===== config.mk =====
export PLATFORM = sky130hd
export DESIGN_NAME = storec_writeback
export DESIGN_NICKNAME = d
export VERILOG_FILES = /design/src/rtl/storec_writeback_pkg.sv /design/src/rtl/storec_writeback_row_fifo.sv /design/src/rtl/storec_writeback.sv
export SDC_FILE = /design/constraint.sdc
export NUM_CORES = 2
export LEC_CHECK = 0
export ABC_CLOCK_PERIOD_IN_PS = 144300
export CORE_MARGIN = 4
export CORE_UTILIZATION = 33
export CTS_CLUSTER_DIAMETER = 100
export DETAILED_ROUTE_END_ITERATION = 8
export GPL_TIMING_DRIVEN = 1
export SYNTH_ARGS = -nofsm -noshare
export SYNTH_HDL_FRONTEND = slang
export SYNTH_MEMORY_MAX_BITS = 65536
export SYNTH_SLANG_ARGS = --single-unit

===== constraint.sdc =====
create_clock -name clk -period 144.3 [get_ports clk]
set_clock_uncertainty 0.15 [all_clocks]
set_input_delay 28.86 -clock clk [delete_from_list [all_inputs] [get_ports clk]]
set_output_delay 28.86 -clock clk [all_outputs]
set_load 0.005 [all_outputs]

===== src/rtl/storec_writeback_pkg.sv =====
// Shared definitions for the STOREC writeback path: FSM state encoding,
// error bit positions and default geometry reused from the array codebase.
package storec_writeback_pkg;

   // Codebase-wide widths reused by this block.
   localparam int ADDR_WIDTH         = 64;
   localparam int SARRAY_STORE_WIDTH = 512;
   localparam int TMMA_CNT_WIDTH     = 6;

   // Default row geometry of the writeback buffer.
   localparam int DEFAULT_ROW_SHIFT  = 8;
   localparam int DEFAULT_FIFO_DEPTH = 8;

   // Sticky error register layout.
   localparam int ERR_W        = 2;
   localparam int ERR_OVERFLOW = 0;  // row dropped because the buffer was full
   localparam int ERR_STRAY    = 1;  // row arrived while no STOREC was draining

   // Operation phases of the writeback controller.
   typedef enum logic [1:0] {
      ST_IDLE  = 2'd0,
      ST_DRAIN = 2'd1,
      ST_DONE  = 2'd2
   } wb_state_t;

endpackage


===== src/rtl/storec_writeback_row_fifo.sv =====
// storec_row_fifo: synchronous row buffer for the STOREC writeback path.
// Pointers carry one extra wrap bit so full and empty are distinguished by
// comparing the MSBs. A pop in the same cycle as a push frees the slot the
// push needs, so a full buffer still accepts a row when it is also draining.
module storec_row_fifo #(
   parameter int WIDTH = 518,
   parameter int DEPTH = 8
) (
   input  logic             clk,
   input  logic             rst,
   input  logic             push,
   input  logic [WIDTH-1:0] wdata,
   input  logic             pop,
   output logic [WIDTH-1:0] rdata,
   output logic             full,
   output logic             empty
);

   localparam int PTR_W = $clog2(DEPTH);

   logic [PTR_W:0]   wr_ptr;
   logic [PTR_W:0]   rd_ptr;
   logic [WIDTH-1:0] mem [DEPTH];
   logic             do_push;
   logic             do_pop;

   assign empty   = (wr_ptr == rd_ptr);
   assign full    = (wr_ptr[PTR_W] != rd_ptr[PTR_W]) &&
                    (wr_ptr[PTR_W-1:0] == rd_ptr[PTR_W-1:0]);
   assign do_pop  = pop & ~empty;
   assign do_push = push & (~full | do_pop);
   assign rdata   = mem[rd_ptr[PTR_W-1:0]];

   // Pointer update; reset discards any buffered rows.
   always_ff @(posedge clk) begin
      if (rst) begin
         wr_ptr <= '0;
         rd_ptr <= '0;
      end else begin
         if (do_push) wr_ptr <= wr_ptr + 1'b1;
         if (do_pop)  rd_ptr <= rd_ptr + 1'b1;
      end
   end

   // Storage write; contents are don't-care until the pointers cover them.
   always_ff @(posedge clk) begin
      if (do_push) mem[wr_ptr[PTR_W-1:0]] <= wdata;
   end

endmodule


===== src/rtl/storec_writeback.sv =====
// storec_writeback: captures the systolic array's bottom-edge rows during a
// STOREC and writes each one to memory at base + (cnt << ROW_SHIFT).
//
// Optional build macro: STOREC_WB_BYPASS_EN. When defined, a row arriving
// while draining with an empty buffer is offered on aw in the same cycle;
// when undefined, rows always pass through the buffer (1-cycle latency).
//
// Handshakes: a transfer happens on a rising clk edge where valid and ready
// are both high. cmd: cmd_ready_o is high only in IDLE; the issuer holds the
// command until accepted. aw: once aw_valid_o rises it stays high with
// address and data unchanged until aw_ready_i completes the beat. The bottom
// row input has no ready; rows that do not fit are dropped and flagged.
module storec_writeback
   import storec_writeback_pkg::*;
#(
   parameter int ADDR_W     = ADDR_WIDTH,
   parameter int DATA_W     = SARRAY_STORE_WIDTH,
   parameter int CNT_W      = TMMA_CNT_WIDTH,
   parameter int FIFO_DEPTH = DEFAULT_FIFO_DEPTH,
   parameter int ROW_SHIFT  = DEFAULT_ROW_SHIFT
) (
   input  logic              clk,
   input  logic              rst,
   input  logic              cmd_valid_i,
   output logic              cmd_ready_o,
   input  logic [ADDR_W-1:0] cmd_addr_i,
   input  logic              bot_valid_i,
   input  logic [CNT_W-1:0]  bot_cnt_i,
   input  logic [DATA_W-1:0] bot_data_i,
   output logic              aw_valid_o,
   input  logic              aw_ready_i,
   output logic [ADDR_W-1:0] aw_addr_o,
   output logic [DATA_W-1:0] aw_data_o,
   output logic              busy_o,
   output logic              done_o,
   output logic [ERR_W-1:0]  err_o
);

   localparam int ENTRY_W = CNT_W + DATA_W;
   // A STOREC always carries exactly 2^CNT_W rows.
   localparam logic [CNT_W:0] ROWS_TOTAL = {1'b1, {CNT_W{1'b0}}};

   wb_state_t          state;
   logic [ADDR_W-1:0]  base;
   logic [CNT_W:0]     rx_cnt;
   logic [ERR_W-1:0]   err;

   logic               fifo_push;
   logic               fifo_pop;
   logic               fifo_full;
   logic               fifo_empty;
   logic [ENTRY_W-1:0] fifo_rdata;
   logic [CNT_W-1:0]   head_cnt;
   logic [DATA_W-1:0]  head_data;

   logic               in_drain;
   logic               row_in;
   logic               bypass_beat;
   logic               aw_fire;
   logic               row_drop;
   logic               drain_complete;
   logic [CNT_W-1:0]   sel_cnt;
   logic [DATA_W-1:0]  sel_data;

   assign in_drain = (state == ST_DRAIN);
   assign row_in   = in_drain & bot_valid_i;
   assign {head_cnt, head_data} = fifo_rdata;

`ifdef STOREC_WB_BYPASS_EN
   // An empty buffer lets the arriving row drive aw directly this cycle.
   assign bypass_beat = row_in & fifo_empty;
   assign sel_cnt     = bypass_beat ? bot_cnt_i  : head_cnt;
   assign sel_data    = bypass_beat ? bot_data_i : head_data;
`else
   // aw is driven only from buffered rows, so it depends on registers alone.
   assign bypass_beat = 1'b0;
   assign sel_cnt     = head_cnt;
   assign sel_data    = head_data;
`endif

   // The address comes from the row's own index, so rows may arrive in any
   // order; the add wraps modulo 2^ADDR_W.
   assign aw_valid_o = ~fifo_empty | bypass_beat;
   assign aw_addr_o  = base + (ADDR_W'(sel_cnt) << ROW_SHIFT);
   assign aw_data_o  = sel_data;
   assign aw_fire    = aw_valid_o & aw_ready_i;

   // A bypassed row that is accepted immediately never enters the buffer;
   // one that stalls is pushed so the buffer head keeps presenting it.
   assign fifo_pop  = aw_fire & ~fifo_empty;
   assign fifo_push = row_in & ~(bypass_beat & aw_ready_i);
   assign row_drop  = fifo_push & fifo_full & ~fifo_pop;

   assign drain_complete = (rx_cnt == ROWS_TOTAL) & fifo_empty;
   assign err_o          = err;

   storec_row_fifo #(
      .WIDTH (ENTRY_W),
      .DEPTH (FIFO_DEPTH)
   ) u_row_fifo (
      .clk   (clk),
      .rst   (rst),
      .push  (fifo_push),
      .wdata ({bot_cnt_i, bot_data_i}),
      .pop   (fifo_pop),
      .rdata (fifo_rdata),
      .full  (fifo_full),
      .empty (fifo_empty)
   );

   // Operation sequencing with registered cmd_ready/busy/done and sticky errors.
   always_ff @(posedge clk) begin
      if (rst) begin
         state       <= ST_IDLE;
         base        <= '0;
         rx_cnt      <= '0;
         err         <= '0;
         cmd_ready_o <= 1'b1;
         busy_o      <= 1'b0;
         done_o      <= 1'b0;
      end else begin
         done_o <= 1'b0;
         // Rows outside DRAIN are discarded but remembered.
         if (bot_valid_i && !in_drain) err[ERR_STRAY] <= 1'b1;
         case (state)
            ST_IDLE: begin
               if (cmd_valid_i && cmd_ready_o) begin
                  base        <= cmd_addr_i;
                  rx_cnt      <= '0;
                  err         <= '0;
                  state       <= ST_DRAIN;
                  cmd_ready_o <= 1'b0;
                  busy_o      <= 1'b1;
               end
            end
            ST_DRAIN: begin
               // Dropped rows still count so the operation always finishes.
               if (bot_valid_i) rx_cnt <= rx_cnt + 1'b1;
               if (row_drop) err[ERR_OVERFLOW] <= 1'b1;
               if (drain_complete) begin
                  state  <= ST_DONE;
                  done_o <= 1'b1;
               end
            end
            ST_DONE: begin
               state       <= ST_IDLE;
               cmd_ready_o <= 1'b1;
               busy_o      <= 1'b0;
            end
            default: begin
               state       <= ST_IDLE;
               cmd_ready_o <= 1'b1;
               busy_o      <= 1'b0;
            end
         endcase
      end
   end

endmodule


-- Yosys cells after proc, flatten, opt, wreduce, memory -nomap -nowiden
Memory sizes are Yosys's and may differ from the RTL's. A register that Yosys moved wholly into a read port is not among the register bits.
Cells that the tools add are included.
- memories: 1
- output and inout port bits: 582
- logic and storage cells: 69
- bits in registers: 86
- RAM bits: 4144
- input bits: 587
- reduce and logical (&&, ||, !) cells: 12
- mux-type cells: 20
- bitwise gates (word level): 13
- eq/ne operators: 9
- $add $sub $neg: 4
- memory list (name ; depth ; width ; read ports ; clocked after Yosys merged registers in ; wr ports ; line ; text):
    u_row_fifo.mem ; 8 ; 518 ; 1 ; 1 ; 1 ; storec_writeback_row_fifo.sv:23 ; logic [WIDTH-1:0] mem [DEPTH];
- operator list (operator ; count):
    64-bit by 14-bit adder with 64-bit output ; 1
    7-bit two-way mux ; 2
    7-bit case mux with 2 select lines ; 1
    4-bit by 1-bit adder with 4-bit output (second input constant) ; 2
    1-bit bitwise AND ; 8
    1-bit two-way mux ; 8
    7-bit by 1-bit adder with 7-bit output (second input constant) ; 1
    7-bit equality test (second input constant) ; 1
    2-bit two-way mux ; 3
    3-bit two-way mux ; 2
    1-bit case mux with 2 select lines ; 3
    2-bit AND reduction ; 3
    3-bit AND reduction ; 2
    4-bit equality test ; 1
    2-bit by 1-bit inequality test with 1-bit output (second input constant) ; 2
    2-bit inequality test (second input constant) ; 2
    1-bit NOT ; 4
    2-bit case mux with 2 select lines ; 1
    3-bit equality test ; 1
    1-bit logical AND ; 3
    2-bit by 1-bit equality test with 1-bit output (second input constant) ; 1
    2-bit zero test ; 1
    2-bit nonzero test ; 1
    2-bit OR reduction ; 1
    3 further kinds ; 3

-- Logic depth before layout (Yosys ltp)
- word-level depth: 9
- depth in mapped cells: 14
- mapped depth without buffers: 9

-- Cells and area by module
From an unflattened synthesis, not the netlist that was laid out.
- cell total of the unflattened synthesis: 6607
- area, all modules: 159698.2 um2
- modules (own cells, without submodules) (module ; cells each ; area each (um2) ; instances ; sequential area each (um2)):
    storec_row_fifo ; 6057 ; 155474.1 ; 1 ; 124659.6
    storec_writeback ; 550 ; 4224.1 ; 1 ; 1561.5

-- Worst setup path before layout
Ideal clock, no wire load.
- path kind: in2reg
- start point: input port bot_valid_i
- end point: memory u_row_fifo.mem[1][0], enable pin
- setup slack: 59755 ps
- data required time: 141305 ps
- buffers on the path: 0
- arrival time: 81550 ps
- setup time: 2845 ps
- cell stages on the path: 3
- cell sequence: and3b_1 > nand2_1 > nor4b_1
- word-level cells in the longest chain between the ends: 4
- RTL lines (item ; line ; text):
    start, declared ; storec_writeback.sv:27 ; input logic bot_valid_i,
    1-bit bitwise AND ; storec_writeback.sv:66 ; assign row_in = in_drain & bot_valid_i;
    1-bit bitwise AND ; storec_writeback_row_fifo.sv:31 ; assign do_push = push & (~full | do_pop);
    1-bit two-way mux ; storec_writeback_row_fifo.sv:47 ; if (do_push) mem[wr_ptr[PTR_W-1:0]] <= wdata;
    1-bit two-way mux (not written as such) ; storec_writeback_row_fifo.sv:47 ;
    end, declared ; storec_writeback_row_fifo.sv:23 ;
No other way between the ends.

==> out/qor.yml <==
power:
  peakVddDrop_mv: 0.01211
  leakage_nw: 58.19
  finalPower_mw: 2.695
  power_density_nw_per_um2: 13.98
clock_tree:
  cts_setup_buffers: 0
  cts.sinks: 4233
  clockRootBuffer: "clkbuf_16"
  clk_pin_slew_ps: 60
  numCtsBuffers: 433
  cts.htree.levels: 5
  cts_resized: 0
  cts_tree: "built"
  cts_hold_buf: 0
  clockBufferDepth: 4
  clock_latency_ps: 970
worst_hold_path:
  hold_class: "flop to flop"
critical_path:
  endpoint_kind: "output port"
  worstPathCellList: "buf_4, buf_4, buf_4, buf_4, buf_4, buf_4, buf_4, mux4_2, mux2_2, clkdlybuf4s50_1"
  worst-path-buf-inv: 8
  required_ps: 115290
  crit_family: "buffers and inverters"
  slowest_delay_ps: 860
  critPathArrivalTime_ps: 8340
  crit_slowest_cell: "buf_4"
  cp_max_fo: 44
  cp-start-kind: "flop"
  critPathKind: "flop to output port"
  cp_common_cell: "buf_4"
timing:
  final.min_clock_period_ps: 37350
  maxSlewViolCount: 0
  max_freq_mhz: 26.78
  tightest_slew_ps: 1165
  rsz0062_at_grt: "no"
  fin_crit_sh_pct: 25.88
  slew_headroom_pct: 22.30
  final_hold_viol_count: 0
  worst_slack_ps: 106950
  tns_ps: 0
  report.final.setup_viol: 0
routing:
  vias: 73159
  drc: 0
  antenna_left: 0
  routed_wl_mm: 398.2
  drtIter0Drc: 6861
  wl_per_cell_um: 27.13
  vias_per_cell: 4.985
  drt_pass1_iterations: 5
finish:
  area_delta_synth_final_pct: 21.14
  nets: 8479
  drive_above_1_share_pct: 28.06
yosys:
  synth.distinct_cells: 52
  synth_edf_count: 4144
  yosys_warnings: 0
  seq_area_frac_synth_pct: 79.29
  synth-main-ff-cell: "edfxtp_1"
  netlist_area_sq_um: 159200
  synth_cells: 6449
  synth_area_per_cell_sq_um: 24.68
  synth_nets: 7047
  async_reset_ff_share_pct: 0
  ys_ff_latch: 4233
global_routing:
  grtUsageMet1_pct: 19.93
  busiest_layer: "met2"
  grt_antenna_before_repair: 153
  grt_overflow: 0
  grt_pass1_wl_mm: 566.4
  use_met3_pct: 4.201
  grt_usage_pct: 15.63
  grt.met2_usage_pct: 26.47
  grt_max_degree: 157
  grt_pass1_vias: 75320
place:
  hpwl_mm: 243.4
  place_congestion: 0.8350
  io_buffers: 1168
  place_ws_ps: 107530
run:
  maxCapViolCount: 0
die:
  die_w_um: 702.5
  rows: 254
  die_area_sq_um: 493600
  die_h_um: 702.5
  core_sq_um: 479600
  start_util_pct: 33.19
  ios: 1169
run_status:
  run_status: "finished clean"
placed cells by master (no fill, tap or decap), types with 6 or more instances in the layout:
cell type / instances
mux4_2: 1036
clkinv_1: 109
o21ai_0: 7
inv_1: 10
xnor2_1: 43
buf_12: 16
nand2_1: 29
clkinv_16: 14
nand3_1: 28
buf_4: 131
and3_1: 12
nand4_1: 21
clkinv_4: 6
a21oi_1: 11
clkbuf_16: 435
clkinvlp_4: 11
a22o_1: 60
xor2_1: 23
dfxtp_1: 86
clkinv_2: 64
edfxtp_1: 4144
bufinv_16: 37
clkbuf_1: 95
nor2_1: 34
diode_2: 45
ha_1: 10
clkdlybuf4s50_1: 1168
mux2_2: 518
sequential cells by signal (all words and copies together), names as in the netlist, 2 cells and up, named ones only:
signal,count
base,64
u_row_fifo.rd_ptr,4
rx_cnt,7
u_row_fifo.wr_ptr,4
err_o,2
state,2
u_row_fifo.mem,4144
routing by layer:
metal | vias to the layer above | wire [um]
met1 | 39411 | 157200
met3 | 709 | 30610
met2 | 2340 | 199700
met5 | - | 477
met4 | 76 | 10210
li1 | 30623 | -
cell families after synthesis:
logic type	after synthesis	synth area share (%)
DFF	4233	79.29
xor gates and xnor gates	66	0.3631
AOI/OAI and AO/OA	91	0.4496
and+or+nand+nor	165	0.5863
buffers and inverters	328	0.8929
adders and majority gates	11	0.09117
muxes	1555	18.33
cells in the mapped netlist (all sizes together), types with 23 or more instances:
master  instances  area share [%]
buf           150            0.47
dfxtp          89             1.1
a22o           61            0.34
nand2          29           0.068
mux4         1036              15
nand3          29           0.094
nand4          25            0.12
edfxtp       4144              78
xnor2          43            0.24
mux2          518             3.7
nor2           35           0.083
xor2           23            0.13
clkbuf        168            0.40
area by class of cell:
type                    instances  area [sq um]
fillers                     41602        286700
flip-flops and latches       4233        126200
multi-input cells            1888         31610
repair buffers               1315         13000
clock buffers                 530         11240
well taps                    6400          8008
clock inverters               255          2613
diodes                         45         112.6
inverters                      10         37.54
power by group:
part | switching (mW) | total (mW) | internal [mW]
combinational | 0.108 | 0.240 | 0.131
sequential | 0.00580 | 1.37 | 1.36
clock | 0.466 | 1.09 | 0.621
total | 0.580 | 2.70 | 2.12
worst min-delay path: stages (launching register included):
cell and delay [ps]:
dfxtp_1 320, inv_1 50, a21boi_0 60
metrics by stage:
step / std cells / cell area [sq um] / utilization (%) / hold slack (ps)
after floorplan: 6449 / 159200 / - / 298.7
after global placement: 13846 / 178900 / 37.30 / 310.3
after detailed placement: 13846 / 178900 / 37.30 / 319.4
after CTS: 14631 / 192700 / 40.19 / 331.1
after global routing: 14645 / 192800 / 40.20 / 338.5
final: 14676 / 192900 / 40.21 / 326.7
path summary, 6_finish.rpt:
| kind | start | end | slack (ps) | cells past startpoint |
|---|---|---|---|---|
| max | flop | aw_data_o[485] | 106950 | 10 |
| min | busy_o | busy_o | 330 | 2 |
| max reg2reg | u_row_fifo.wr_ptr[0] | u_row_fifo.mem[4][339] | 137770 | 11 |
| min reg2reg | busy_o | busy_o | 330 | 2 |
Power figures use the tool's default switching activity.
